### config.mk
export PLATFORM = sky130hd
export DESIGN_NAME = fifo_wr_packer
export DESIGN_NICKNAME = d
export VERILOG_FILES = /design/src/rtl/fifo_wr_packer.sv
export SDC_FILE = /design/constraint.sdc
export NUM_CORES = 1
export LEC_CHECK = 0
export CAP_MARGIN = 20
export CELL_PAD_IN_SITES_DETAIL_PLACEMENT = 0
export CELL_PAD_IN_SITES_GLOBAL_PLACEMENT = 1
export CORE_UTILIZATION = 43
export DETAILED_ROUTE_END_ITERATION = 16
export HOLD_SLACK_MARGIN = 0.03
export PLACE_DENSITY_LB_ADDON = 0.15
export SETUP_SLACK_MARGIN = 0.1
export SYNTH_ARGS = -nofsm -noshare
export SYNTH_HDL_FRONTEND = slang
export SYNTH_SLANG_ARGS = --single-unit
### constraint.sdc
create_clock -name wclk -period 5.4 [get_ports wclk]
set_clock_uncertainty 0.2 [all_clocks]
set_input_delay 0.54 -clock wclk [delete_from_list [all_inputs] [get_ports wclk]]
set_output_delay 0.54 -clock wclk [all_outputs]
set_load 0.01 [all_outputs]
### src/rtl/fifo_wr_packer.sv
// Purpose : unpacks BYTES-wide upstream words into a byte-wide FIFO write port, MSB byte first,
//           and marks frame boundaries every FRAME_WORDS words (optional trailing XOR checksum
//           byte when FIFO_WR_CKSUM_EN is defined).
// Latency : first byte of an accepted word is presented the cycle after the accept; one byte per
//           cycle while wfull is low, with zero bubble between words of a frame.
// Backpressure: wfull holds state, buffer and wdata with winc kept high; in_ready only opens in IDLE
//           or on the last-byte write of a word that does not end the frame.
module fifo_wr_packer #(
  parameter int WIDTH       = 8,
  parameter int BYTES       = 4,
  parameter int FRAME_WORDS = 16
) (
  input  logic                     wclk,
  input  logic                     rst_n,
  input  logic                     in_valid,
  input  logic [WIDTH*BYTES-1:0]   in_data,
  output logic                     in_ready,
  output logic                     winc,
  output logic [WIDTH-1:0]         wdata,
  input  logic                     wfull,
  output logic                     frame_done,
  output logic                     busy
);

  localparam int DW   = WIDTH * BYTES;
  localparam int IDXW = (BYTES > 1) ? $clog2(BYTES) : 1;
  localparam int CNTW = $clog2(FRAME_WORDS);
  localparam logic [IDXW-1:0] LAST_IDX  = IDXW'(BYTES - 1);
  localparam logic [CNTW-1:0] LAST_WORD = CNTW'(FRAME_WORDS - 1);

`ifdef FIFO_WR_CKSUM_EN
  typedef enum logic [1:0] {IDLE = 2'd0, SEND = 2'd1, CKSUM = 2'd2} state_t;
`else
  typedef enum logic [1:0] {IDLE = 2'd0, SEND = 2'd1} state_t;
`endif

  state_t          state_q, state_d;
  logic [DW-1:0]   buf_q, buf_d;
  logic [IDXW-1:0] byte_idx_q, byte_idx_d;
  logic [CNTW-1:0] word_cnt_q, word_cnt_d;
  logic            frame_done_q, frame_done_d;
  logic            last_byte;
  logic            frame_end;
`ifdef FIFO_WR_CKSUM_EN
  logic [WIDTH-1:0] cksum_q, cksum_d;
`endif

  // The buffer is shifted left on every byte write, so the current byte is always the top slice.
  assign last_byte  = (byte_idx_q == LAST_IDX);
  assign frame_end  = last_byte && (word_cnt_q == LAST_WORD);
  assign busy       = (state_q != IDLE);
  assign frame_done = frame_done_q;

  // State, buffer and counters; everything clears on reset so a partial word/frame is dropped.
  always_ff @(posedge wclk or negedge rst_n) begin
    if (!rst_n) begin
      state_q      <= IDLE;
      buf_q        <= '0;
      byte_idx_q   <= '0;
      word_cnt_q   <= '0;
      frame_done_q <= 1'b0;
`ifdef FIFO_WR_CKSUM_EN
      cksum_q      <= '0;
`endif
    end else begin
      state_q      <= state_d;
      buf_q        <= buf_d;
      byte_idx_q   <= byte_idx_d;
      word_cnt_q   <= word_cnt_d;
      frame_done_q <= frame_done_d;
`ifdef FIFO_WR_CKSUM_EN
      cksum_q      <= cksum_d;
`endif
    end
  end

  // Next-state and outputs; winc/wdata depend only on registered state, never on in_valid/in_data.
  always_comb begin
    state_d      = state_q;
    buf_d        = buf_q;
    byte_idx_d   = byte_idx_q;
    word_cnt_d   = word_cnt_q;
    frame_done_d = 1'b0;
`ifdef FIFO_WR_CKSUM_EN
    cksum_d      = cksum_q;
`endif
    in_ready     = 1'b0;
    winc         = 1'b0;
    wdata        = '0;

    case (state_q)
      IDLE: begin
        in_ready = 1'b1;
        if (in_valid) begin
          buf_d      = in_data;
          byte_idx_d = '0;
          state_d    = SEND;
        end
      end

      SEND: begin
        winc     = 1'b1;
        wdata    = buf_q[DW-1 -: WIDTH];
        // Reopen upstream only when this cycle's write empties the buffer and the frame continues.
        in_ready = ~wfull & last_byte & ~frame_end;
        if (!wfull) begin
`ifdef FIFO_WR_CKSUM_EN
          cksum_d = cksum_q ^ buf_q[DW-1 -: WIDTH];
`endif
          if (!last_byte) begin
            byte_idx_d = byte_idx_q + 1'b1;
            buf_d      = buf_q << WIDTH;
          end else begin
            word_cnt_d = frame_end ? '0 : (word_cnt_q + 1'b1);
            if (frame_end) begin
`ifdef FIFO_WR_CKSUM_EN
              state_d      = CKSUM;
`else
              state_d      = IDLE;
              frame_done_d = 1'b1;
`endif
            end else if (in_valid) begin
              buf_d      = in_data;
              byte_idx_d = '0;
            end else begin
              state_d = IDLE;
            end
          end
        end
      end

`ifdef FIFO_WR_CKSUM_EN
      CKSUM: begin
        winc  = 1'b1;
        wdata = cksum_q;
        if (!wfull) begin
          state_d      = IDLE;
          cksum_d      = '0;
          frame_done_d = 1'b1;
        end
      end
`endif

      default: state_d = IDLE;
    endcase
  end

endmodule
**Yosys cells after proc, flatten, opt, wreduce, memory -nomap -nowiden**

Cells that the tools add are included.
Widths: inputs -> output; s select.

- Reductions and logical operators: 7
- Eq/ne operators: 8
- Bitwise gates (word level): 4
- Add/sub/neg operators: 2
- Muxes and demuxes: 24

Operators with widths:

| cell | count |
|---|---|
| $mux 32 | 4 |
| $pmux 32 s2 | 1 |
| $mux 2 | 9 |
| $mux 8 | 1 |
| $pmux 2 s2 | 2 |
| $ne 2x2->1 const B | 3 |
| $ne 3x3->1 const B | 2 |
| $reduce_and 3->1 | 2 |
| $mux 1 | 5 |
| $add 4x1->4 const B | 1 |
| $eq 4x4->1 const B | 1 |
| $mux 4 | 1 |
| $reduce_and 4->1 | 1 |
| $reduce_bool 2->1 | 2 |
| $add 2x1->2 const B | 1 |
| $and 1x1->1 | 2 |
| $eq 2x1->1 const B | 1 |
| $eq 2x2->1 const B | 1 |
| $logic_not 2->1 | 1 |
| $not 1->1 | 2 |
| $pmux 1 s2 | 1 |
| $logic_and 1x1->1 | 1 |

- Input bits: 36
- Bits in registers: 41
- Word-level logic and storage cells: 50
- Output and inout bits: 12

**Longest topological paths before layout**

Gate-level depths: netlist of run 1.

- Word-level depth: 6
- Mapped depth: 6
- Gate-level depth less buffers: 4

**Worst setup path before layout of run 1**

Ideal clock, no wire load.

- Path kind: register to output
- From: register word_cnt_q[0]
- To: output in_ready
- Arrival: 1.241 ns
- Path buffers: 1
- Slack: 3.419 ns
- Stages on the path, launching flop included: 5
- Data required time: 4.660 ns
- Cells stage by stage: dfrtp_1 > ha_1 > and3_1 > buf_2 > o21ai_2

- Word-level cells in the longest chain between the ends: 5

RTL lines:

| what | RTL line | RTL |
|---|---|---|
| from (decl) | 40 | `logic [CNTW-1:0] word_cnt_q, word_cnt_d;` |
| from (signal assigned) | 69 | `word_cnt_q <= word_cnt_d;` |
| $eq 4x4->1 | 50 | `assign frame_end = last_byte && (word_cnt_q == LAST_WORD);` |
| $logic_and 1x1->1 | 50 |  |
| $not 1->1 | 105 | `in_ready = ~wfull & last_byte & ~frame_end;` |
| $and 1x1->1 | 105 |  |
| $pmux 1 s2 | 91 | `case (state_q)` |
| to (decl) | 17 | `output logic in_ready,` |

No other way between the ends.

**Final worst setup path of run 1**

- From: input wfull
- To: output in_ready

- Word-level cells in the longest chain between the ends: 4

RTL lines:

| what | RTL line | RTL |
|---|---|---|
| from (decl) | 20 | `input logic wfull,` |
| $not 1->1 (no line) | -- |  |
| $and 1x1->1 (2 in a row) | 105 |  |
| $pmux 1 s2 | 91 |  |

No other way between the ends.

==> results by group, run 1 <==
Status
  – Status: complete, no violations

Detailed routing
  – Final wirelength: 4.25 mm
  – DRT iter0 DRCs: 72
  – # DRC: 0
  – DRT Pass-1 Iters: 4
  – Via-to-Cell Ratio: 5.20
  – Antenna viol nets, final: 0
  – Vias: 1483
  – Routed len/inst: 14.9 um

Timing
  – RSZ-0062 raised after global routing: no
  – Min Clock Period, post-route: 3020 ps
  – Fin Hold WS: 182 ps
  – Final TNS setup: 0 ps
  – Slew margin rel.: 0.346
  – Final Cycle Share: 0.559
  – Final worst slack: roughly 2400 ps
  – Setup violations, final: 0
  – Fmax: 0.331 GHz
  – Hold Fails Final Rpt: 0
  – Max Slew Vio Count: 0
  – Worst-margin pin slew: 981 ps

Setup path
  – R2R Path Start: state_q[0]
  – Top delay family on crit path: buffers and inverters
  – Crit-path cells: clkdlybuf4s50_1, nand2b_1, o21ai_2, clkdlybuf4s50_1
  – Req. time, crit path: 4660 ps
  – CP max stage cell: clkdlybuf4s50_1
  – CP Depth: 4
  – Worst Setup End Kind: output pin
  – R2r worst-path depth: 3
  – Kind of critical path: in2out
  – Critical Path Fanout Max: 9
  – Reg2Reg Setup Slack: between 2000 and 3000 ps
  – Startpoint Class: input pin
  – R2R Path End: buf_q[20]
  – Max incr delay on CP: 620 ps
  – Arrival time at the worst endpoint: 2280 ps
  – CP most frequent cell: clkdlybuf4s50_1
  – CP Capture Point: in_ready
  – Crit path launch: wfull
  – Worst Path Buf+Inv: 2

Clock tree
  – Worst skew pair latency: 280 ps
  – CTS Hold Bufs: 0
  – Clock tree buffer depth: 2
  – Clock-pin slew on the worst setup and hold paths: about 70 ps
  – H-tree depth: 2
  – CTS Sinks: 40
  – Setup bufs post-CTS: 0
  – Inserted Clock Buffers: 5
  – CTS Root Buffer Type: clkbuf_8
  – CTS tree: built
  – # resized after CTS: 0

Floorplanning
  – Initial core utilization: 0.456
  – Die Ht: 73.4 um
  – Core area: 4820 um2
  – Die area: 5390 um2
  – Die width: 73.4 um
  – Row Count: 25
  – # IOs: 48

Layout
  – Layout cells sized above 1: 0.151
  – Area growth from synthesis to layout: 25.7%
  – Commonest cells after routing, fill and taps aside: clkdlybuf4s50_1 (46), dfrtp_1 (40), nand2b_1 (27)
  – Non-filler cells, final: 285
  – Nets: 255
  – ANT cells: 0
  – Most common cell after layout, fill and taps aside: clkdlybuf4s50_1

Yosys
  – Syn Nets: about 210
  – Post-synthesis cell count: between 150 and 200
  – Post-synth top area share: 0.456
  – Post-synth EDFFs: 0
  – Synth cell types: 30
  – Register area share after synthesis: 0.456
  – Avg Inst Size Synth: 12.5 um2
  – Mapped Area: about 2200 um2
  – Area leader, netlist: dfrtp_1
  – Synth Warn #: 0
  – Post-synth ARST share: 1.00
  – Main synth FF type: dfrtp_1
  – Yosys reg bits: 40
  – Top cells by area, synth: dfrtp_1 (46%), a2bb2oi_2 (14%), mux2i_1 (11%), nand2b_1 (8.0%), a32o_1 (3.6%)

Place
  – HPWL Detailed: 2.88 mm
  – Inst Count DP: 277
  – DP Worst Slack: 2370 ps
  – GPL Wtd Cong: 0.643
  – Port bufs: between 40 and 50

Power
  – Cell area power density: 462 nW/um2
  – Tot Pwr: approximately 1.3 mW
  – Peak supply drop: between 200 and 250 uV
  – Leakage Power: ~1.1 nW

Global routing
  – Total grt overflow: 0
  – GR Util All Layers: 0.176
  – Initial antenna violation count: 0
  – First-pass GRT wire length: about 7.2 mm
  – Largest net degree at the start of global routing: between 40 and 50
  – Vias in the first global route: 1538

Run
  – Maxcap violations: 0

Worst hold path
  – Worst hold path class: in2async
-- state kept, by name (all words and copies together) (netlist names) --
| register | count |
|---|---|
| state_q | 1 |
| frame_done | 1 |
| buf_q | 32 |
| byte_idx_q | 2 |
| word_cnt_q | 4 |
-- cells by family (layout without fill, tap and decap cells) --
family,count (synthesis),count (layout),share of synthesized area
compound gates,41,41,0.231
xor+xnor,1,1,0.00399
fa+ha+maj,2,2,0.0114
buf+inv,15,57,0.0445
flops,40,40,0.456
mux,25,25,0.115
simple gates,52,52,0.139
-- per-stage QoR --
step | utilization | instance area (um2)
after floorplan | - | 2190
after global placement | 0.554 | 2670
after detailed placement | 0.554 | 2670
after CTS | 0.573 | 2760
after global routing | 0.573 | 2760
final | 0.573 | 2760
-- how the worst min path moves through the flow --
stage | cells after the start | endpoint | start | slack, ps
finish | 1 | frame_done | rst_n | 180
global placement | 1 | buf_q[3] | buf_q[3] | 280
global route | 1 | state_q[0] | rst_n | 250
floorplan | 0 | buf_q[0] | rst_n | 40
detailed placement | 1 | buf_q[1] | buf_q[1] | 280
CTS | 1 | frame_done | rst_n | 200
-- cell type report --
type | instances | area [um2]
Sequential cell | 40 | 1000
Timing Repair Buffer | 48 | 473
Clock buffer | 8 | 90.1
Tap cell | 67 | 83.8
Inverter | 1 | 3.75
Fill cell | 431 | 2060
Multi-Input combinational cell | 121 | 1110
-- Yosys cell counts, types with 2 or more instances --
cell type,count
a2bb2oi_1,4
buf_2,3
and2_1,9
buf_6,3
nand3_1,2
nor2_1,2
a2bb2oi_2,20
dfrtp_1,40
mux2i_1,24
a32o_1,8
ha_1,2
nand2b_1,28
buf_4,4
clkbuf_1,4
a22o_1,2
nand2_1,7
-- power by group --
part | internal [mW] | switching [mW] | leakage (nW)
Clock | 0.104 | 0.0957 | 0.0455
Sequential | 0.412 | 0.0829 | 0.475
Combinational | 0.343 | 0.237 | 0.540
-- metal layers --
layer  part of all wire  vias up  GRT usage
met5                  0        -          0
met3              0.036        4     0.0425
met2               0.49       36      0.304
met1               0.47      723      0.226
met4             0.0073        0     0.0321
li1                   -      720          -
No activity file was read; power rests on OpenSTA's default activity.
==> inputs of run 2 (changes only) <==
--- a/config.mk
+++ b/config.mk
@@ -8,7 +8,7 @@
 export CAP_MARGIN = 20
 export CELL_PAD_IN_SITES_DETAIL_PLACEMENT = 0
 export CELL_PAD_IN_SITES_GLOBAL_PLACEMENT = 1
-export CORE_UTILIZATION = 43
+export CORE_UTILIZATION = 40
 export DETAILED_ROUTE_END_ITERATION = 16
 export HOLD_SLACK_MARGIN = 0.03
 export PLACE_DENSITY_LB_ADDON = 0.15
==> constraint.sdc (replaced) <==
create_clock -name wclk -period 3.1 [get_ports wclk]
set_clock_uncertainty 0.2 [all_clocks]
set_input_delay 0.31 -clock wclk [delete_from_list [all_inputs] [get_ports wclk]]
set_output_delay 0.31 -clock wclk [all_outputs]
set_load 0.01 [all_outputs]
==> results by group, run 2 (synthesis gave the netlist of run 1 again) <==
Layout
  – Commonest cells after routing, fill and taps aside: clkdlybuf4s50_1 (46), dfrtp_1 (40), nand2b_1 (27) (unchanged)
  – Max FFs per register: 32 (unchanged)
  – Nets: 259 (was 255)
  – Most flops, register: buf_q (unchanged)
  – Layout cells sized above 1: 0.171 (was 0.151)
  – Non-filler cells, final: 292 (was 285)
  – Top flop regs: buf_q x32, word_cnt_q x4, byte_idx_q x2 (unchanged)
  – Area growth from synthesis to layout: 27.5% (was 25.7%)
  – ANT cells: 0 (unchanged)
  – Most common cell after layout, fill and taps aside: clkdlybuf4s50_1 (unchanged)

Clock tree
  – CTS Sinks: 40 (unchanged)
  – Worst skew pair latency: 290 ps (was 280 ps)
  – Clock tree buffer depth: 2 (unchanged)
  – Inserted Clock Buffers: 5 (unchanged)
  – CTS Root Buffer Type: clkbuf_8 (unchanged)
  – H-tree depth: 2 (unchanged)
  – # resized after CTS: 0 (unchanged)
  – CTS Hold Bufs: 1 (was 0)
  – Clock-pin slew on the worst setup and hold paths: 80 ps (was 70 ps)
  – CTS tree: built (unchanged)
  – Setup bufs post-CTS: 0 (unchanged)

Timing
  – Min Clock Period, post-route: 2750 ps
  – Fmax: roughly 0.36 GHz
  – Slew margin rel.: 0.407 (was 0.346)
  – RSZ-0062 raised after global routing: no (unchanged)
  – Final Cycle Share: 0.887
  – Final TNS setup: 0 ps (unchanged)
  – Final worst slack: 351 ps (was 2380 ps)
  – Max Slew Vio Count: 0 (unchanged)
  – Setup violations, final: 0 (unchanged)
  – Fin Hold WS: 308 ps (was 182 ps)
  – Hold Fails Final Rpt: 0 (unchanged)
  – Worst-margin pin slew: 889 ps (was 981 ps)

Setup path
  – R2R Path End: buf_q[12] (was buf_q[20])
  – Reg2Reg Setup Slack: 1090 ps (was 2520 ps)
  – CP Capture Point: in_ready (unchanged)
  – Crit path launch: word_cnt_q[0] (was wfull)
  – Worst Setup End Kind: output pin (unchanged)
  – R2R Path Start: state_q[0] (unchanged)
  – R2r worst-path depth: 4 (was 3)
  – Startpoint Class: register (was input pin)
  – Kind of critical path: reg2out (was in2out)
  – Arrival time at the worst endpoint: 2240 ps (was 2280 ps)
  – Critical Path Fanout Max: 9 (unchanged)
  – Req. time, crit path: 2590 ps (was 4660 ps)

Detailed routing
  – Final wirelength: 4.42 mm (was 4.25 mm)
  – Antenna viol nets, final: 0 (unchanged)
  – Vias: 1515 (was 1483)
  – Via-to-Cell Ratio: 5.19 (was 5.20)
  – DRT Pass-1 Iters: 4 (unchanged)
  – # DRC: 0 (unchanged)
  – DRT iter0 DRCs: 69 (was 72)
  – Routed len/inst: 15.1 um (was 14.9 um)

Global routing
  – First-pass GRT wire length: 7.65 mm (was 7.21 mm)
  – Initial antenna violation count: 0 (unchanged)
  – Vias in the first global route: 1608 (was 1538)
  – Largest net degree at the start of global routing: 41 (unchanged)
  – GR Util All Layers: 0.166 (was 0.176)
  – Total grt overflow: 0 (unchanged)

Place
  – GPL Wtd Cong: 0.753 (was 0.643)
  – Inst Count DP: 283 (was 277)
  – DP Worst Slack: 497 ps (was 2370 ps)
  – Port bufs: 47 (unchanged)
  – HPWL Detailed: 3.04 mm (was 2.88 mm)

Power
  – Cell area power density: 798 nW/um2 (was 462 nW/um2)
  – Tot Pwr: 2.23 mW (was 1.27 mW)
  – Leakage Power: 1.08 nW (was 1.06 nW)
  – Peak supply drop: 535 uV (was 214 uV)

Floorplanning
  – Core area: 5200 um2 (was 4820 um2)
  – Die area: 5790 um2 (was 5390 um2)
  – Initial core utilization: 0.422 (was 0.456)
  – Row Count: 26 (was 25)
  – Die Ht: 76.1 um (was 73.4 um)
  – Die width: 76.1 um (was 73.4 um)
  – # IOs: 48 (unchanged)

Run
  – Maxcap violations: 0 (unchanged)

Worst hold path
  – Worst hold path class: reg2reg (was in2async)

Status
  – Status: complete, no violations (unchanged)
-- run 2: per-layer routing --
metal	track usage	vias up	share of wire
li1	-	732	-
met1	0.204	745	0.47
met2	0.286	32	0.48
met3	0.0419	6	0.037
met4	0.0519	0	0.012
met5	0	-	0
-- run 2: where the power goes --
part           switching, mW  leakage (nW)  total [mW]  internal [mW]
Combinational          0.418         0.558        1.02          0.600
Clock                  0.176        0.0510       0.354          0.178
Sequential             0.144         0.475       0.860          0.716
Total                  0.738          1.08        2.23           1.49
-- run 2: final cells by class --
cell class	count	area, um2
well taps	70	87.6
clock buffers	6	82.6
multi-input cells	121	1110
clock inverters	2	10.0
flip-flops and latches	40	1000
repair buffers	52	505
inverters	1	3.75
fillers	467	2410
-- run 2: worst min path at each step --
stage | slack (ps) | depth (start not counted) | start | end
final | 310 | 1 | buf_q[4] | buf_q[4]
after floorplan | -190 | 0 | rst_n | buf_q[0]
after global placement | 280 | 1 | rst_n | buf_q[25]
after global routing | 330 | 1 | buf_q[4] | buf_q[4]
after CTS | 310 | 1 | buf_q[4] | buf_q[4]
after detailed placement | 290 | 1 | rst_n | buf_q[25]
-- run 2: worst max-delay path, stage by stage (launching register included) --
cell and delay, ps:
dfrtp_1 410, ha_1 230, and3_1 290, o21ai_2 400, clkdlybuf4s50_1 620
-- run 2: stage by stage --
stage               utilization  area [um2]
finish                    0.538        2800
global route              0.538        2800
CTS                       0.538        2800
detailed placement        0.518        2700
global placement          0.518        2700
floorplan                     -        2190
==> inputs of run 3 (changes only) <==
--- a/config.mk
+++ b/config.mk
@@ -9,10 +9,12 @@
 export CELL_PAD_IN_SITES_DETAIL_PLACEMENT = 0
 export CELL_PAD_IN_SITES_GLOBAL_PLACEMENT = 1
 export CORE_UTILIZATION = 40
+export CTS_CLUSTER_DIAMETER = 30
 export DETAILED_ROUTE_END_ITERATION = 16
 export HOLD_SLACK_MARGIN = 0.03
 export PLACE_DENSITY_LB_ADDON = 0.15
 export SETUP_SLACK_MARGIN = 0.1
+export SLEW_MARGIN = 20
 export SYNTH_ARGS = -nofsm -noshare
 export SYNTH_HDL_FRONTEND = slang
 export SYNTH_SLANG_ARGS = --single-unit
==> constraint.sdc (replaced) <==
create_clock -name wclk -period 2.7 [get_ports wclk]
set_clock_uncertainty 0.2 [all_clocks]
set_input_delay 0.27 -clock wclk [delete_from_list [all_inputs] [get_ports wclk]]
set_output_delay 0.27 -clock wclk [all_outputs]
set_load 0.01 [all_outputs]
==> results by group, run 3 (synthesis gave the netlist of run 1 again) <==
Timing
  – Worst-margin pin slew: 895 ps (was 889 ps)
  – Setup violations, final: 0 (unchanged)
  – Fmax: 0.406 GHz
  – Fin Hold WS: 296 ps (was 308 ps)
  – Final TNS setup: 0 ps (unchanged)
  – Final worst slack: 235 ps (was 351 ps)
  – Max Slew Vio Count: 0 (unchanged)
  – Min Clock Period, post-route: roughly 2500 ps
  – Slew margin rel.: 0.404 (was 0.407)
  – RSZ-0062 raised after global routing: no (unchanged)
  – Hold Fails Final Rpt: 0 (unchanged)
  – Final Cycle Share: 0.913

Clock tree
  – CTS Hold Bufs: 1 (unchanged)
  – # resized after CTS: 0 (unchanged)
  – CTS Sinks: 40 (unchanged)
  – CTS Root Buffer Type: clkbuf_8 (unchanged)
  – H-tree depth: 2 (unchanged)
  – Inserted Clock Buffers: 5 (unchanged)
  – Clock tree buffer depth: 2 (unchanged)
  – Setup bufs post-CTS: 0 (unchanged)
  – Clock-pin slew on the worst setup and hold paths: 70 ps (was 80 ps)
  – Worst skew pair latency: 290 ps (about the same)
  – CTS tree: built (unchanged)

Run
  – Maxcap violations: 0 (unchanged)

Status
  – Status: complete, no violations (unchanged)

Setup path
  – Crit-path cells: ha_1, and3_1, o21ai_2, clkdlybuf4s50_1 (unchanged)
  – Worst Setup End Kind: output pin (unchanged)
  – Max incr delay on CP: 560 ps (was 620 ps)
  – Arrival time at the worst endpoint: 2000 ps (was 2240 ps)
  – Top delay family on crit path: buffers and inverters (unchanged)
  – CP max stage cell: clkdlybuf4s50_1 (unchanged)
  – CP Depth: 4 (unchanged)
  – Worst Path Buf+Inv: 1 (unchanged)
  – R2r worst-path depth: 4 (unchanged)
  – Kind of critical path: reg2out (unchanged)
  – Req. time, crit path: 2230 ps (was 2590 ps)
  – Startpoint Class: register (unchanged)
  – Critical Path Fanout Max: 5 (was 9)

Detailed routing
  – Vias: 1540 (was 1515)
  – Via-to-Cell Ratio: 5.24 (was 5.19)
  – Final wirelength: 4.40 mm (was 4.42 mm)
  – # DRC: 0 (unchanged)
  – Routed len/inst: 15.0 um (was 15.1 um)
  – DRT iter0 DRCs: 89 (was 69)
  – Antenna viol nets, final: 0 (unchanged)
  – DRT Pass-1 Iters: 4 (unchanged)

Global routing
  – GR Util All Layers: 0.165 (was 0.166)
  – First-pass GRT wire length: 7.60 mm (was 7.65 mm)
  – Vias in the first global route: 1545 (was 1608)
  – Largest net degree at the start of global routing: 41 (unchanged)
  – Total grt overflow: 0 (unchanged)
  – Initial antenna violation count: 0 (unchanged)

Floorplanning
  – Die area: 5790 um2 (unchanged)
  – Die Ht: 76.1 um (unchanged)
  – Row Count: 26 (unchanged)
  – Die width: 76.1 um (unchanged)
  – Initial core utilization: 0.422 (unchanged)
  – Core area: 5200 um2 (unchanged)
  – # IOs: 48 (unchanged)

Power
  – Peak supply drop: 548 uV (was 535 uV)
  – Leakage Power: 1.11 nW (was 1.08 nW)
  – Cell area power density: 947 nW/um2 (was 798 nW/um2)
  – Total internal power: 1.84 mW (was 1.49 mW)
  – Sw Ratio: 0.316 (was 0.331)
  – Net Sw Power: 0.851 mW (was 0.738 mW)
  – Register share of total power: 0.367 (was 0.385)
  – Comb power frac: 0.436 (was 0.456)
  – Clock share of power: 0.197 (was 0.158)

Place
  – GPL Wtd Cong: 0.735 (was 0.753)
  – Port bufs: 47 (unchanged)
  – HPWL Detailed: 3.08 mm (was 3.04 mm)
  – Inst Count DP: 285 (was 283)
  – DP Worst Slack: 434 ps (was 497 ps)

Layout
  – Area growth from synthesis to layout: 29.7% (was 27.5%)
  – ANT cells: 0 (unchanged)
  – Non-filler cells, final: 294 (was 292)
  – Most flops, register: buf_q (unchanged)
  – Nets: 261 (was 259)
  – Top flop regs: buf_q x32, word_cnt_q x4, byte_idx_q x2 (unchanged)
  – Max FFs per register: 32 (unchanged)
  – Layout cells sized above 1: 0.179 (was 0.171)
  – Most common cell after layout, fill and taps aside: clkdlybuf4s50_1 (unchanged)
  – Util after Layout: 0.547 (was 0.538)
  – Commonest cells after routing, fill and taps aside: clkdlybuf4s50_1 (46), dfrtp_1 (40), nand2b_1 (27) (unchanged)

Worst hold path
  – Worst hold path class: reg2reg (unchanged)
  – Hold Crit Depth: 1 (unchanged)
==> run 3: power by group through the flow <==
stage	Sequential, mW	Clock (mW)	Combinational [mW]
4_1_cts	0.993	0.548	1.19
3_3_place_gp	0.991	0	1.16
3_5_place_dp	1.01	0	1.18
6_report	0.990	0.531	1.17
5_1_grt	1.03	0.573	1.26
2_1_floorplan	0.953	0	0.900
==> run 3: area by class of cell <==
cell class | count | area (um2)
flip-flops and latches | 40 | 1000
well taps | 70 | 87.6
repair buffers | 54 | 520
inverters | 1 | 3.75
clock buffers | 7 | 96.3
clock inverters | 1 | 30.0
fillers | 467 | 2360
multi-input cells | 121 | 1110
==> run 3: worst register-to-register path: stages (launching register included) <==
cell,delay (ps)
dfrtp_1,620
nand2b_2,250
buf_4,410
mux2i_1,370
a2bb2oi_2,90
==> run 3: stage by stage <==
stage | power [mW] | area [um2]
final | 2.70 | 2850
after global routing | 2.86 | 2850
after CTS | 2.73 | 2850
after detailed placement | 2.19 | 2710
after global placement | 2.15 | 2710
after floorplan | 1.85 | 2190
==> run 3: path summary, 6_finish.rpt <==
| path | startpoint | slack (ps) | to |
|---|---|---|---|
| setup / recovery | word_cnt_q[0] | 230 | in_ready |
| hold / removal | buf_q[7] | 300 | buf_q[7] |
| setup reg to reg | state_q[0] | 640 | buf_q[12] |
| hold reg to reg | buf_q[7] | 300 | buf_q[7] |
| max in group asynchronous | rst_n | 1300 | word_cnt_q[2] |
| min in group asynchronous | rst_n | 440 | buf_q[25] |
==> run 3: layer usage <==
layer / vias to the layer above / track usage / part of all wire
met3: 6 / 0.0323 / 0.044
met5: - / 0 / 0
met2: 37 / 0.265 / 0.47
met4: 0 / 0.0635 / 0.011
met1: 762 / 0.219 / 0.47
li1: 735 / - / -
